<file path="src/rtl/pwm_peripheral.sv">
// -----------------------------------------------------------------------------
// pwm_peripheral
//
// Sixteen-pin output stage driven by the SPI register block. Each pin is either
// forced low, held high, or follows one shared PWM waveform. The waveform is
// built from a clock prescaler feeding an 8-bit period counter. It is compared
// against a double-buffered duty value, so a duty change only takes effect at
// a period boundary.
//
// Parameters
//   PRESCALE        clk cycles per PWM counter tick (>= 1)
//
// Ports
//   clk             system clock, rising-edge
//   rst             asynchronous active-high reset
//   en_reg_out_7_0  output enable, pins 7:0   (0 = pin forced low)
//   en_reg_out_15_8 output enable, pins 15:8
//   en_reg_pwm_7_0  PWM mode, pins 7:0        (0 = static high, 1 = PWM)
//   en_reg_pwm_15_8 PWM mode, pins 15:8
//   pwm_duty_cycle  requested duty, 0x00 = 0 %, 0xFF = 100 %
//   out             registered pin drive
//   period_start    registered one-clock pulse as the counter wraps to 0
// -----------------------------------------------------------------------------
module pwm_peripheral #(
    parameter int PRESCALE = 13
) (
    input  logic        clk,
    input  logic        rst,
    input  logic [7:0]  en_reg_out_7_0,
    input  logic [7:0]  en_reg_out_15_8,
    input  logic [7:0]  en_reg_pwm_7_0,
    input  logic [7:0]  en_reg_pwm_15_8,
    input  logic [7:0]  pwm_duty_cycle,
    output logic [15:0] out,
    output logic        period_start
);

    // Prescaler width: a PRESCALE of 1 still needs one bit so the counter
    // declaration stays legal; the counter then just sits at 0.
    localparam int PRE_W = (PRESCALE > 1) ? $clog2(PRESCALE) : 1;
    localparam logic [PRE_W-1:0] PRE_LAST = PRE_W'(PRESCALE - 1);
    localparam logic [PRE_W-1:0] PRE_ONE  = PRE_W'(1);
    localparam logic [PRE_W-1:0] PRE_ZERO = PRE_W'(0);

    logic [PRE_W-1:0] pre_cnt_r;
    logic [7:0]       pwm_cnt_r;
    logic [7:0]       duty_shadow_r;

    logic             tick_s;
    logic             wrap_s;
    logic             pwm_level_s;
    logic [15:0]      en_out_s;
    logic [15:0]      en_pwm_s;
    logic [15:0]      out_next_s;

    assign en_out_s = {en_reg_out_15_8, en_reg_out_7_0};
    assign en_pwm_s = {en_reg_pwm_15_8, en_reg_pwm_7_0};

    // One tick per PRESCALE clocks; the wrap clock is the tick that moves
    // the period counter from 255 back to 0.
    assign tick_s = (pre_cnt_r == PRE_LAST);
    assign wrap_s = tick_s && (pwm_cnt_r == 8'hFF);

    // Prescaler counter: counts 0..PRESCALE-1 and restarts on the tick.
    always_ff @(posedge clk or posedge rst) begin
        if (rst) begin
            pre_cnt_r <= PRE_ZERO;
        end else if (tick_s) begin
            pre_cnt_r <= PRE_ZERO;
        end else begin
            pre_cnt_r <= pre_cnt_r + PRE_ONE;
        end
    end

    // Period counter: advances once per tick and wraps naturally at 8 bits.
    always_ff @(posedge clk or posedge rst) begin
        if (rst) begin
            pwm_cnt_r <= 8'h00;
        end else if (tick_s) begin
            pwm_cnt_r <= pwm_cnt_r + 8'h01;
        end else begin
            pwm_cnt_r <= pwm_cnt_r;
        end
    end

    // Duty shadow: captures the requested duty only on the wrap clock, so a
    // period always runs start to finish with a single duty value.
    always_ff @(posedge clk or posedge rst) begin
        if (rst) begin
            duty_shadow_r <= 8'h00;
        end else if (wrap_s) begin
            duty_shadow_r <= pwm_duty_cycle;
        end else begin
            duty_shadow_r <= duty_shadow_r;
        end
    end

    // Shared PWM level. 0xFF is special-cased to full-on; a plain compare
    // would leave a one-tick low gap at count 255.
    always_comb begin
        pwm_level_s = 1'b0;
        if (duty_shadow_r == 8'hFF) begin
            pwm_level_s = 1'b1;
        end else begin
            pwm_level_s = (pwm_cnt_r < duty_shadow_r);
        end
    end

    // Per-pin select: the enable dominates, then the mode picks static high
    // or the shared PWM level.
    always_comb begin
        out_next_s = 16'h0000;
        for (int i = 0; i < 16; i++) begin
            if (!en_out_s[i]) begin
                out_next_s[i] = 1'b0;
            end else if (!en_pwm_s[i]) begin
                out_next_s[i] = 1'b1;
            end else begin
                out_next_s[i] = pwm_level_s;
            end
        end
    end

    // Output registers: pins and the period marker are both launched from
    // flops, so the pins never glitch on internal compare transitions.
    always_ff @(posedge clk or posedge rst) begin
        if (rst) begin
            out          <= 16'h0000;
            period_start <= 1'b0;
        end else begin
            out          <= out_next_s;
            period_start <= wrap_s;
        end
    end

endmodule

</file>
<file path="config.mk">
export PLATFORM = sky130hd
export DESIGN_NAME = pwm_peripheral
export DESIGN_NICKNAME = d
export VERILOG_FILES = /design/src/rtl/pwm_peripheral.sv
export SDC_FILE = /design/constraint.sdc
export NUM_CORES = 1
export LEC_CHECK = 0
export CORE_UTILIZATION = 35
export CTS_CLUSTER_SIZE = 14
export DETAILED_ROUTE_END_ITERATION = 16
export GPL_TIMING_DRIVEN = 0
export PLACE_DENSITY_LB_ADDON = 0.25
export SETUP_SLACK_MARGIN = 0.3
export SYNTH_ARGS = -nofsm -noshare
export SYNTH_HDL_FRONTEND = slang
export SYNTH_SLANG_ARGS = --single-unit
export TNS_END_PERCENT = 1
</file>
<file path="constraint.sdc">
create_clock -name clk -period 3 [get_ports clk]
set_input_delay 0.45 -clock clk [delete_from_list [all_inputs] [get_ports clk]]
set_output_delay 0.45 -clock clk [all_outputs]
set_load 0.05 [all_outputs]
</file>
# == Word level (Yosys, flattened, before mapping) ==
# Index checks and enable logic that the tools add are counted.
# Widths: inputs -> output; s select.
# op_classes
bitwise,0
n_reduce_logical,1
shifts,0
order_cmp,1
n_eq_ne,3
addsub,2
n_mul,0
n_div,0
mux,34
# op_table
op,count
$mux 1,33
$eq 8x8->1 const B,2
$add 8x1->8 const B,1
$lt 8x8->1,1
$add 4x1->4 const B,1
$eq 4x4->1 const B,1
$mux 4,1
$logic_and 1x1->1,1
# totals
regBits,37
mem_bits_ro,0
wordCells,46
output_inout_bits,17
inputBits,42
mem_count,0
latch_bits,0
ramBits,0

# == Longest topological paths before layout ==
# logic_depth
word_depth,4
depth_mapped,7
depth_no_buf,6

# == Least setup slack after synthesis ==
# Ideal clock, no wire load.
# synth_timing
path_type,register to register
from,reg pwm_cnt_r[6]
to,reg out[10]
setup_slack_ns,1.270
stages_incl_launch_ff,7
required_ns,2.878
setup_time_ns,0.122
t_arrival_ns,1.608
n_path_buf,1
cell_sequence,dfrtp_1 -> ha_1 -> and4_1 -> o21ai_1 -> o32ai_2 -> buf_6 -> a21boi_2
# synth_between
elab_chain_len,4
# synth_rtl
item,line_no,rtl
start: declaration,46,logic [7:0] pwm_cnt_r;
start signal: assignment,80,pwm_cnt_r <= pwm_cnt_r + 8'h01;
start signal: assignment,82,pwm_cnt_r <= pwm_cnt_r;
$lt 8x8->1,105,pwm_level_s = (pwm_cnt_r < duty_shadow_r);
$mux 1,102,if (duty_shadow_r == 8'hFF) begin
$mux 1,116,end else if (!en_pwm_s[i]) begin
$mux 1,114,if (!en_out_s[i]) begin
named net out_next_s[10],54,logic [15:0] out_next_s;
end signal: assignment,131,out <= out_next_s;
end: declaration,34,"output logic [15:0] out,"
# The timed path passes the listed nets, and every way through them passes these cells.
# A chain may end at the register's enable or synchronous reset.

# == Final worst setup path ==
# Same ends and word-level chain as after synthesis.

==> flow_metrics.py <==
metrics = {
    "sta": {
        "holdWs_ns": 0.493,
        "setup_tns_ns": 0,
        "maxSlewViolCount": 0,
        "fin_ws_ns": 1.00,
        "grt_setup_unrepaired": "no",
        "setup_viol": 0,
        "timing.final.crit_share": 0.665,
        "fmax_mhz": 501,
        "tightest_slew_ns": 0.755,
        "slew_headroom": 0.496,
        "finalCriticalPeriod_ns": 2.00,
        "hold_violations": 0,
        "fin_skew_ns": 0.00449,
    },
    "route": {
        "postRouteAntennaNets": 0,
        "wire_per_inst_um": 13.5,
        "drc": 0,
        "via_per_inst": 4.78,
        "met1_length_mm": 1.26,
        "vias": 1171,
        "dr.pass1.iters": 4,
        "wl_met2_mm": 1.68,
        "drt_wl_total_mm": 3.31,
        "drtIter0Drc": 33,
        "top_layer_used": "met4",
        "wl_met3_um": 303,
    },
    "critical_path": {
        "r2r_cells": 6,
        "cp_top_family": "compound AO/OA/AOI/OAI gates",
        "crit_chain": "ha_1, and4_1, o21ai_1, o32ai_2, buf_6, a21boi_2",
        "cp_max_fo": 10,
        "cp-start-kind": "register",
        "crit_slowest_cell": "o32ai_2",
        "cp.required_ns": 3.17,
        "crit_arrival_ns": 2.16,
        "path_class": "reg -> reg",
        "max_stage_delay_ns": 0.52,
        "cp.depth": 6,
        "crit_buf_inv": 1,
        "endpoint_kind": "register",
    },
    "clocking": {
        "cts_setup_buffers": 0,
        "clockBufferDepth": 2,
        "cts_sinks": 37,
        "cts_root_buf": "clkbuf_8",
        "cts_tree": "built",
        "cts_resized": 0,
        "insertion_delay_ns": 0.28,
        "cts.clk_slew.worst_paths_ns": 0.07,
        "cts_made_buffers": 5,
        "h-tree-depth": 2,
        "hold_buffers": 0,
    },
    "synthesis": {
        "synth_edf_count": 0,
        "syn_nets": 179,
        "syn_area_per_cell_um2": 13.3,
        "ys_types": 28,
        "ys_ff_latch": 37,
        "ys.warnings.count": 0,
        "yosysSeqAreaShare": 0.547,
        "netlist_instances": 127,
        "netlist_area_mm2": 0.00169,
        "ys.flop_type": "dfrtp_1",
        "async_flop_share": 1.00,
    },
    "floorplanning": {
        "coreArea_mm2": 0.00450,
        "initial_core_util": 0.376,
        "dieArea_mm2": 0.00512,
        "ios": 59,
        "core.rowCount": 24,
        "die_y_um": 71.5,
        "die_w_um": 71.5,
    },
    "global_route": {
        "grt_pass1_vias": 1284,
        "grt_pass1_wl_mm": 5.76,
        "grt_use_total": 0.149,
        "antenna_found_initial": 0,
        "grt-ovfl-total": 0,
        "grt_max_degree": 38,
    },
    "run_status": {
        "status": "finished clean",
    },
    "final_layout": {
        "final_cell_area_mm2": 0.00242,
        "layout-drive-gt1-share": 0.166,
        "nets": 244,
        "syn_to_final_growth_pct": 42.9,
        "antenna_cells": 0,
    },
    "placed_design": {
        "place.gp.congestion": 0.681,
        "port_buffers": 58,
        "dpl.hpwl_mm": 2.59,
        "place_ws_ns": 0.851,
        "dpl-instance-area_mm2": 0.00234,
    },
    "power": {
        "p_leak_nw": 1.06,
        "pwr_density_cell_mw_per_mm2": 403,
        "ir_drop_mv": 0.214,
    },
    "job": {
        "maxCapViolCount": 0,
    },
    "worst_hold_path": {
        "hold_class": "reg -> reg",
        "min_path_cells": 1,
    },
}
-- through the flow --
step | utilization | instances | total power [mW]
detailed placement | 0.519 | 237 | 0.660
CTS | 0.537 | 245 | 0.991
floorplan | - | 127 | 0.579
global route | 0.537 | 245 | 1.02
global placement | 0.519 | 237 | 0.657
finish | 0.537 | 245 | 0.975
-- logic make-up after synthesis --
family                   synth area share
adder cells (fa/ha/maj)            0.0740
multiplexers                       0.0533
XOR/XNOR                           0.0414
flip-flops                          0.547
buffers and inverters              0.0377
AND/OR/NAND/NOR                    0.0954
AO/OA/AOI/OAI                       0.151
-- area by class of cell --
| cell class | instances | area [um^2] |
|---|---|---|
| flip-flops and latches | 37 | 926 |
| multi-input cells | 77 | 702 |
| clock buffers | 8 | 80.1 |
| well taps | 52 | 65.1 |
| repair buffers | 58 | 581 |
| plain buffers | 2 | 22.5 |
| inverters | 11 | 41.3 |
| fillers | 389 | 2090 |
-- flip-flops by register name (all words and copies together) (netlist names) --
| register | cells |
|---|---|
| out | 16 |
| pre_cnt_r | 4 |
| duty_shadow_r | 8 |
| period_start | 1 |
| pwm_cnt_r | 8 |
-- synth_stat cells, types with 2 or more instances --
master / number / share of area
inv_1: 11 / 0.024
a21boi_2: 10 / 0.067
mux2_2: 8 / 0.053
a21boi_0: 6 / 0.027
nor2_1: 5 / 0.011
nand4_1: 5 / 0.018
xnor2_1: 7 / 0.036
a21oi_1: 2 / 0.0059
nand2_1: 8 / 0.018
dfrtp_1: 37 / 0.55
ha_1: 10 / 0.074
buf_6: 2 / 0.013
-- placed cells by master (no fill, tap or decap), types with 3 or more instances in the layout --
cell type        instances
xnor2_1                  7
clkbuf_8                 5
nand2_1                  8
clkdlybuf4s50_1         58
nor2_1                   5
dfrtp_1                 37
inv_1                   10
ha_1                    10
nand4_1                  5
clkbuf_1                 3
a21boi_0                 6
mux2_2                   8
a21boi_2                10
-- per-layer routing --
layer	vias up	global-route usage
li1	568	-
met1	556	0.155
met2	42	0.259
met3	5	0.0745
met4	0	0.0588
met5	-	0
-- where the power goes --
group / leakage, nW / switching, mW / internal, mW
logic: 0.543 / 0.0645 / 0.0720
clock network: 0.0395 / 0.161 / 0.165
registers: 0.479 / 0.00270 / 0.510
total: 1.06 / 0.229 / 0.747
-- worst paths after layout --
| check | from | to | slack [ns] |
|---|---|---|---|
| worst max-delay path | pwm_cnt_r[6] | out[10] | 1.00 |
| worst min-delay path | pre_cnt_r[0] | pre_cnt_r[0] | 0.49 |
| worst max register to register | pwm_cnt_r[6] | out[10] | 1.00 |
| worst min register to register | pre_cnt_r[0] | pre_cnt_r[0] | 0.49 |
| max in group asynchronous | rst | duty_shadow_r[0] | 1.89 |
| min in group asynchronous | rst | out[7] | 0.62 |
(Power assumes the default switching activity.)
